`config.mk`:
```
export PLATFORM = sky130hd
export DESIGN_NAME = scan_chain_ctrl
export DESIGN_NICKNAME = d
export VERILOG_FILES = /design/src/rtl/scan_chain_pkg.sv /design/src/rtl/scan_chain_lane.sv /design/src/rtl/scan_chain_ctrl.sv
export SDC_FILE = /design/constraint.sdc
export NUM_CORES = 1
export LEC_CHECK = 0
export ABC_CLOCK_PERIOD_IN_PS = 1800
export CAP_MARGIN = 20
export CORE_AREA = 2 2 49 51
export DETAILED_ROUTE_END_ITERATION = 16
export DIE_AREA = 0 0 51 53
export GPL_ROUTABILITY_DRIVEN = 0
export PLACE_DENSITY_LB_ADDON = 0.3
export SYNTH_ARGS = -nofsm -noshare
export SYNTH_HDL_FRONTEND = slang
export SYNTH_SLANG_ARGS = --single-unit
```
`constraint.sdc`:
```
create_clock -name clk -period 1.8 [get_ports clk]
set_input_delay 0.27 -clock clk [delete_from_list [all_inputs] [get_ports clk]]
set_output_delay 0.27 -clock clk [all_outputs]
set_load 0.03 [all_outputs]
```
`src/rtl/scan_chain_pkg.sv`:
```
// Shared types and helpers for the scan chain node: FSM state encoding and counter width.
package scan_chain_pkg;

  typedef enum logic [1:0] {
    ST_IDLE    = 2'd0,
    ST_CAPTURE = 2'd1,
    ST_SHIFT   = 2'd2,
    ST_UPDATE  = 2'd3
  } state_e;

  function automatic int cnt_w(input int data_len);
    return (data_len > 2) ? $clog2(data_len) : 1;
  endfunction

endpackage

```
`src/rtl/scan_chain_lane.sv`:
```
// One serial lane: shift register with parallel load and a parallel output shadow register.
module scan_lane #(
  parameter int DATA_LEN = 8
) (
  input  logic                clk,
  input  logic                reset,
  input  logic                shift_en,
  input  logic                load_en,
  input  logic                update_en,
  input  logic                data_in,
  input  logic [DATA_LEN-1:0] capture_in,
  output logic                data_out,
  output logic [DATA_LEN-1:0] bit_out
);

  logic [DATA_LEN-1:0] sr_q, sr_d;
  logic [DATA_LEN-1:0] bit_out_q, bit_out_d;

  // Next-state for the shift and shadow registers; load wins over shift.
  always_comb begin
    sr_d      = sr_q;
    bit_out_d = bit_out_q;
    if (load_en) begin
      sr_d = capture_in;
    end else if (shift_en) begin
      sr_d = {data_in, sr_q[DATA_LEN-1:1]};
    end else begin
      sr_d = sr_q;
    end
    if (update_en) begin
      bit_out_d = sr_q;
    end else begin
      bit_out_d = bit_out_q;
    end
  end

  // Lane state registers with synchronous reset.
  always_ff @(posedge clk) begin
    if (reset) begin
      sr_q      <= '0;
      bit_out_q <= '0;
    end else begin
      sr_q      <= sr_d;
      bit_out_q <= bit_out_d;
    end
  end

  assign data_out = sr_q[0];
  assign bit_out  = bit_out_q;

endmodule

```
`src/rtl/scan_chain_ctrl.sv`:
```
// Self-sequencing daisy-chain node: frame FSM, bit counter and LANES serial lanes.
// Define SCAN_CAPTURE_EN to add the parallel CAPTURE state at the start of every frame.
module scan_chain_ctrl
  import scan_chain_pkg::*;
#(
  parameter int DATA_LEN = 8,
  parameter int LANES    = 1
) (
  input  logic                      clk,
  input  logic                      reset,
  input  logic                      start,
  input  logic                      enable,
  input  logic [LANES-1:0]          data_in,
  input  logic [LANES*DATA_LEN-1:0] capture_in,
  output logic [LANES-1:0]          data_out,
  output logic [LANES*DATA_LEN-1:0] bit_out,
  output logic                      busy,
  output logic                      done
);

  localparam int             CW       = cnt_w(DATA_LEN);
  localparam logic [CW-1:0]  CNT_LAST = CW'(DATA_LEN - 1);
  localparam logic [CW-1:0]  CNT_ONE  = CW'(1);

  state_e        state_q, state_d;
  logic [CW-1:0] cnt_q, cnt_d;
  logic          shift_en, load_en, update_en;

  // Frame sequencing: next state, counter and lane strobes.
  always_comb begin
    state_d   = state_q;
    cnt_d     = cnt_q;
    shift_en  = 1'b0;
    load_en   = 1'b0;
    update_en = 1'b0;
    case (state_q)
      ST_IDLE: begin
        if (start) begin
`ifdef SCAN_CAPTURE_EN
          state_d = ST_CAPTURE;
`else
          state_d = ST_SHIFT;
          cnt_d   = '0;
`endif
        end else begin
          state_d = ST_IDLE;
        end
      end
      ST_CAPTURE: begin
        load_en = 1'b1;
        cnt_d   = '0;
        state_d = ST_SHIFT;
      end
      ST_SHIFT: begin
        if (enable) begin
          shift_en = 1'b1;
          // Counter saturates on the last shift so it never wraps inside a frame.
          if (cnt_q == CNT_LAST) begin
            state_d = ST_UPDATE;
          end else begin
            cnt_d = cnt_q + CNT_ONE;
          end
        end else begin
          state_d = ST_SHIFT;
        end
      end
      ST_UPDATE: begin
        update_en = 1'b1;
        state_d   = ST_IDLE;
      end
      default: begin
        state_d = ST_IDLE;
      end
    endcase
  end

  // FSM state and bit counter registers.
  always_ff @(posedge clk) begin
    if (reset) begin
      state_q <= ST_IDLE;
      cnt_q   <= '0;
    end else begin
      state_q <= state_d;
      cnt_q   <= cnt_d;
    end
  end

  assign busy = (state_q != ST_IDLE);
  assign done = (state_q == ST_UPDATE);

  for (genvar l = 0; l < LANES; l++) begin : g_lane
    scan_lane #(.DATA_LEN(DATA_LEN)) u_lane (
      .clk        (clk),
      .reset      (reset),
      .shift_en   (shift_en),
      .load_en    (load_en),
      .update_en  (update_en),
      .data_in    (data_in[l]),
      .capture_in (capture_in[l*DATA_LEN +: DATA_LEN]),
      .data_out   (data_out[l]),
      .bit_out    (bit_out[l*DATA_LEN +: DATA_LEN])
    );
  end

endmodule

```
==> results.yml, run 1 <==
detailed_routing:
  vias: 826
  drt_iter0_drc: 7
  drc: 0
  dr.pass1.iters: 4
  wl_per_cell_um: 13.2
  totalWireLength_mm: 2.10
  final_antenna_net_count: 0
  viasPerCell: 5.19
clock_network:
  cts_tree: "yes"
  htreeDepth: 1
  cts.sinks: 21
  clk_pin_slew_ns: 0.11
  cts_made_buffers: 3
  cts_root_buffer: "clkbuf_4"
  clk_path_buf_depth: 2
  clk_latency_ns: 0.31
  post-cts-setup-buffer-count: 0
  cts_hold_buf: 0
worst_hold_path:
  hold_depth: 2
  hp-class: "flip-flop to flip-flop"
timing:
  rsz0062_at_grt: "false"
  finalCritPeriodShare_pct: 90.9
  layout_min_cycle_time_ns: 1.64
  fmaxAchievable_ghz: 0.611
  worst_slack_ns: 0.164
  setup_viol: 0
  hold_viol: 0
  relSlewSlack_pct: 66.9
  tns_ns: 0
  worst_pin_slew_ns: 0.497
  finalMaxSlewViolations: 0
  finClkSkew_ns: 0.00926
die:
  fp.dieW_um: 51
  core-area_um2: 2150
  die_h_um: 53
  io_pins: 24
  die-area_um2: 2700
  row_count: 17
  initial_utilization_pct: 45.9
critical_path:
  cp_slowest_cell: "or4_4"
  crit_type: "flip-flop to flip-flop"
  crit_path_max_incr_delay_ns: 0.51
  rr_worst_depth: 4
  worstPathMaxFanout: 10
  cp-end-kind: "flip-flop"
  cp_cell_sequence: "ha_1, nand2_2, or4_4, o22ai_1"
  critical-path-top-delay-family: "simple AND/OR/NAND/NOR gates"
  worst-path-stages: 4
  required_ns: 2.04
  arrival_ns: 1.88
  crit_buf_inv: 0
  cp-start-kind: "flip-flop"
pwr:
  vdd_drop_max_v: 0.000494
  powerDensity_nw_per_um2: 616
  power.leakage_nw: 0.516
layout:
  n_antenna_cell: 0
  area_growth_pct: 31.1
  layout-drive-gt1-share_pct: 11.5
  nets: 152
global_routing:
  antenna_found_initial: 0
  grt_pass1_wl_mm: 3.44
  grt_max_degree: 17
  grt-ovfl-total: 0
  gr-usage-all-layers_pct: 17.0
  grt_pass1_vias: 800
synthesis:
  synth_nets: 124
  synthCells: 104
  synth_cell_type_count: 20
  yosys_warnings: 0
  synth_area_um2: 986
  ys_ff_latch: 21
  seq_area_frac_synth_pct: 42.6
  syn_avg_cell_area_um2: 9.48
run_status:
  outcome: "finished clean"
place:
  dp_hpwl_mm: 1.54
  io_buffers: 23
  dpl_worst_slack_ns: 0.0788
run:
  drv_cap: 0
## repair_timing
action                     4_1_cts  5_1_grt
gates resized for setup          1        3
hold endpoints to repair         0        0
pin swaps                        0        0
setup endpoints to repair        1        4
## flip-flops by register name (all words and copies together), names as in the netlist
signal                 flops
cnt_q                      3
g_lane.u_lane.bit_out      8
state_q                    2
g_lane.u_lane.sr_q         8
## power by group
group	switching [W]	internal, W	leakage (nW)
Clock	0.000147	0.0000830	0.0177
Combinational	0.0000453	0.0000480	0.328
Sequential	0.00000451	0.000469	0.169
## synthesized netlist by cell type, drive strengths merged
cell | n | share of area (%)
dfxtp | 21 | 43
nor3 | 10 | 5.1
a211oi | 9 | 6.9
mux2i | 9 | 9.1
nor2 | 9 | 3.4
nor2b | 9 | 5.7
and3 | 8 | 5.1
ha | 7 | 8.9
inv | 5 | 1.9
clkbuf | 3 | 1.1
nand2b | 3 | 1.9
buf | 2 | 1.0
o32ai | 2 | 1.8
a2111oi | 1 | 0.89
nand2 | 1 | 0.63
o21a | 1 | 0.76
o22ai | 1 | 0.63
or2 | 1 | 0.63
or2b | 1 | 0.76
or4 | 1 | 1.1
## worst paths after layout
| check | from | end | slack [ns] |
|---|---|---|---|
| worst max register to register | state_q[1] | cnt_q[0] | 0.16 |
| worst max-delay path | state_q[1] | cnt_q[0] | 0.16 |
| worst min register to register | cnt_q[2] | cnt_q[2] | 0.49 |
| worst min-delay path | cnt_q[2] | cnt_q[2] | 0.49 |
## per-stage QoR
stage / total power [W] / cells / area [um2] / hold slack [ns] / utilization, %
2_1_floorplan: 0.000529 / 104 / 986 / 0.440 / -
3_3_place_gp: 0.000575 / 155 / 1260 / 0.467 / 58.9
3_5_place_dp: 0.000577 / 155 / 1260 / 0.479 / 58.9
4_1_cts: 0.000801 / 159 / 1290 / 0.496 / 60.1
5_1_grt: 0.000831 / 159 / 1290 / 0.527 / 60.2
6_report: 0.000797 / 159 / 1290 / 0.493 / 60.2
## cells by family (layout without fill, tap and decap cells)
family | Yosys count | in the layout | share of synthesized area (%)
muxes | 9 | 9 | 9.14
DFF | 21 | 21 | 42.6
AOI/OAI and AO/OA | 14 | 14 | 10.9
buffers and inverters | 10 | 37 | 4.06
adders and majority gates | 7 | 7 | 8.88
and+or+nand+nor | 43 | 43 | 24.4
## worst reg2reg max path: stages (launching register included)
cell and delay, ns:
dfxtp_1 0.42, ha_1 0.39, nand2_2 0.09, or4_4 0.51, o22ai_1 0.17
## cell usage in the layout, fill, tap and decap left out
cell / instances
a211oi_2: 1
buf_4: 6
or4_4: 1
clkbuf_4: 3
or2b_1: 1
nand2_2: 1
clkbuf_2: 1
dfxtp_1: 21
inv_1: 5
nand2b_1: 3
a211oi_1: 8
nor2b_1: 9
a2111oi_0: 1
mux2i_1: 9
nor2_1: 9
o22ai_1: 1
clkdlybuf4s50_1: 21
ha_1: 7
clkinv_2: 1
o21a_1: 1
and3_1: 8
or2_2: 1
o32ai_1: 2
nor3_1: 10
## area by class of cell
| type | instances | area (um2) |
|---|---|---|
| clock buffer | 3 | 22.5 |
| clock inverter | 1 | 5.00 |
| fill | 194 | 856 |
| inverter | 5 | 18.8 |
| multi-input combinational | 73 | 531 |
| sequential | 21 | 420 |
| tap | 28 | 35.0 |
| timing repair buffer | 28 | 260 |
## layer usage
layer	GRT usage, %	share of wire [%]	routed length [um]	vias to the layer above
met3	1.98	3.7	77	4
met4	8.11	1.5	32	0
li1	-	-	-	421
met1	20.1	46	956	385
met5	0	0	0	-
met2	30.5	49	1030	16
No activity file was read; power rests on OpenSTA's default activity.
==> run 2: changes to the inputs <==
--- a/config.mk
+++ b/config.mk
@@ -7,9 +7,9 @@
 export LEC_CHECK = 0
 export ABC_CLOCK_PERIOD_IN_PS = 1800
 export CAP_MARGIN = 20
-export CORE_AREA = 2 2 49 51
+export CORE_AREA = 2 2 53 55
 export DETAILED_ROUTE_END_ITERATION = 16
-export DIE_AREA = 0 0 51 53
+export DIE_AREA = 0 0 55 57
 export GPL_ROUTABILITY_DRIVEN = 0
 export PLACE_DENSITY_LB_ADDON = 0.3
 export SYNTH_ARGS = -nofsm -noshare
==> run 2 against run 1 <==
Largest cell class unchanged. First-iteration DRC count increased by 14%. Largest power group unchanged. Clock power decreased by 4%. Via count decreased by 0.97%.
==> results.yml, run 2 (synthesis gave the netlist of run 1 again) <==
run_status:
  outcome: "finished clean"
layout:
  layout-drive-gt1-share_pct: 9.23
  n_fill_cell: 263
  n_antenna_cell: 0
  final_cell_mix: "dfxtp_1 (21), clkdlybuf4s50_1 (21), nor3_1 (10)"
  regArea_um2: 420
  final_util_pct: 49.0
  nets: 151
  fin_cells: 161
  area_growth_pct: 30.1
  multi_input_area_um2: 526
detailed_routing:
  vias: 818
  drt_iter0_drc: 8
  dr.pass1.iters: 4
  viasPerCell: 5.08
  wl_per_cell_um: 12.7
  totalWireLength_mm: 2.04
  final_antenna_net_count: 0
  drc: 0
critical_path:
  crit_type: "flip-flop to flip-flop"
  cp-start-kind: "flip-flop"
  required_ns: 2.03
  worstPathMaxFanout: 10
  arrival_ns: 1.88
  cp-end-kind: "flip-flop"
clock_network:
  post-cts-setup-buffer-count: 0
  cts_made_buffers: 3
  clk_latency_ns: 0.29
  cts_tree: "yes"
  htreeDepth: 1
  cts_hold_buf: 0
  clk_pin_slew_ns: 0.11
  clk_path_buf_depth: 2
  cts.sinks: 21
  cts_root_buffer: "clkbuf_4"
timing:
  finalCritPeriodShare_pct: 91.6
  relSlewSlack_pct: 67.7
  finalMaxSlewViolations: 0
  setup_viol: 0
  layout_min_cycle_time_ns: 1.65
  finClkSkew_ns: 0.00159
  worst_slack_ns: 0.151
  fmaxAchievable_ghz: 0.606
  tns_ns: 0
  hold_viol: 0
  rsz0062_at_grt: "false"
  worst_pin_slew_ns: 0.484
place:
  dp_hpwl_mm: 1.47
  dpl_worst_slack_ns: 0.0830
  dp.cells: 157
  io_buffers: 23
global_routing:
  grt_pass1_wl_mm: 3.28
  grt_max_degree: 17
  grt_pass1_vias: 754
  grt-ovfl-total: 0
  gr-usage-all-layers_pct: 14.0
  antenna_found_initial: 0
die:
  row_count: 19
  die-area_um2: 3140
  fp.dieW_um: 55
  die_h_um: 57
  core-area_um2: 2620
  initial_utilization_pct: 37.7
  io_pins: 24
run:
  drv_cap: 0
pwr:
  swShare_pct: 23.4
  vdd_drop_max_v: 0.000375
  p_clk_share_pct: 28.0
  seqPwrFrac_pct: 60.2
  power.leakage_nw: 0.506
  powerDensity_nw_per_um2: 613
  power_switching_w: 0.000184
  power_w: 0.000787
  p_comb_share_pct: 11.8
  p_int_w: 0.000602
worst_hold_path:
  hp-class: "flip-flop to flip-flop"
[run 2: final cells by class]
cell class,instances,area share (%)
repair buffers,27,19.7
clock buffers,4,2.05
flip-flops and latches,21,32.8
inverters,5,1.46
multi-input cells,73,41.0
well taps,31,3.02
[run 2: path summary, 6_finish.rpt]
check / cells after the start / from / slack (ns) / endpoint
setup / recovery: 5 / state_q[0] / 0.15 / cnt_q[0]
hold / removal: 2 / cnt_q[2] / 0.49 / cnt_q[2]
setup reg to reg: 5 / state_q[0] / 0.15 / cnt_q[0]
hold reg to reg: 2 / cnt_q[2] / 0.49 / cnt_q[2]
[run 2: repair_timing]
item	CTS	global route
resized for setup	1	2
endpoints found under the setup margin	1	1
endpoints found under the hold margin	0	0
[run 2: per-layer routing]
layer	vias to the layer above	global-route usage, %	part of all wire [%]	wire length, um
li1	425	-	-	-
met1	365	19.8	51	1040
met2	26	20.9	43	885
met3	2	2.62	5.4	110
met4	0	5.23	0.59	12
met5	-	0	0	0
[run 2: power groups by stage]
stage	sequential [W]	clock (W)	combinational (W)
6_report	0.000473	0.000221	0.0000926
5_1_grt	0.000474	0.000248	0.000100
4_1_cts	0.000474	0.000234	0.0000922
3_5_place_dp	0.000484	0	0.0000935
3_3_place_gp	0.000483	0	0.0000908
2_1_floorplan	0.000483	0	0.0000457
[run 2: worst max-delay path, stage by stage, from the launching register on]
cell	delay, ns
dfxtp_1	0.37
inv_1	0.10
ha_1	0.36
nand2_2	0.08
or4_4	0.50
o22ai_1	0.17
[run 2: metrics by stage]
stage               instance area, um2  hold WS [ns]
floorplan                          986         0.440
global placement                  1260         0.467
detailed placement                1260         0.481
CTS                               1290         0.498
global route                      1280         0.507
finish                            1280         0.492
==> run 3: changes to the inputs <==
--- a/config.mk
+++ b/config.mk
@@ -5,7 +5,6 @@
 export SDC_FILE = /design/constraint.sdc
 export NUM_CORES = 1
 export LEC_CHECK = 0
-export ABC_CLOCK_PERIOD_IN_PS = 1800
 export CAP_MARGIN = 20
 export CORE_AREA = 2 2 53 55
 export DETAILED_ROUTE_END_ITERATION = 16
==> results of run 3 <==
Same layout as run 2: the final DEF is identical, and so are final timing and power.
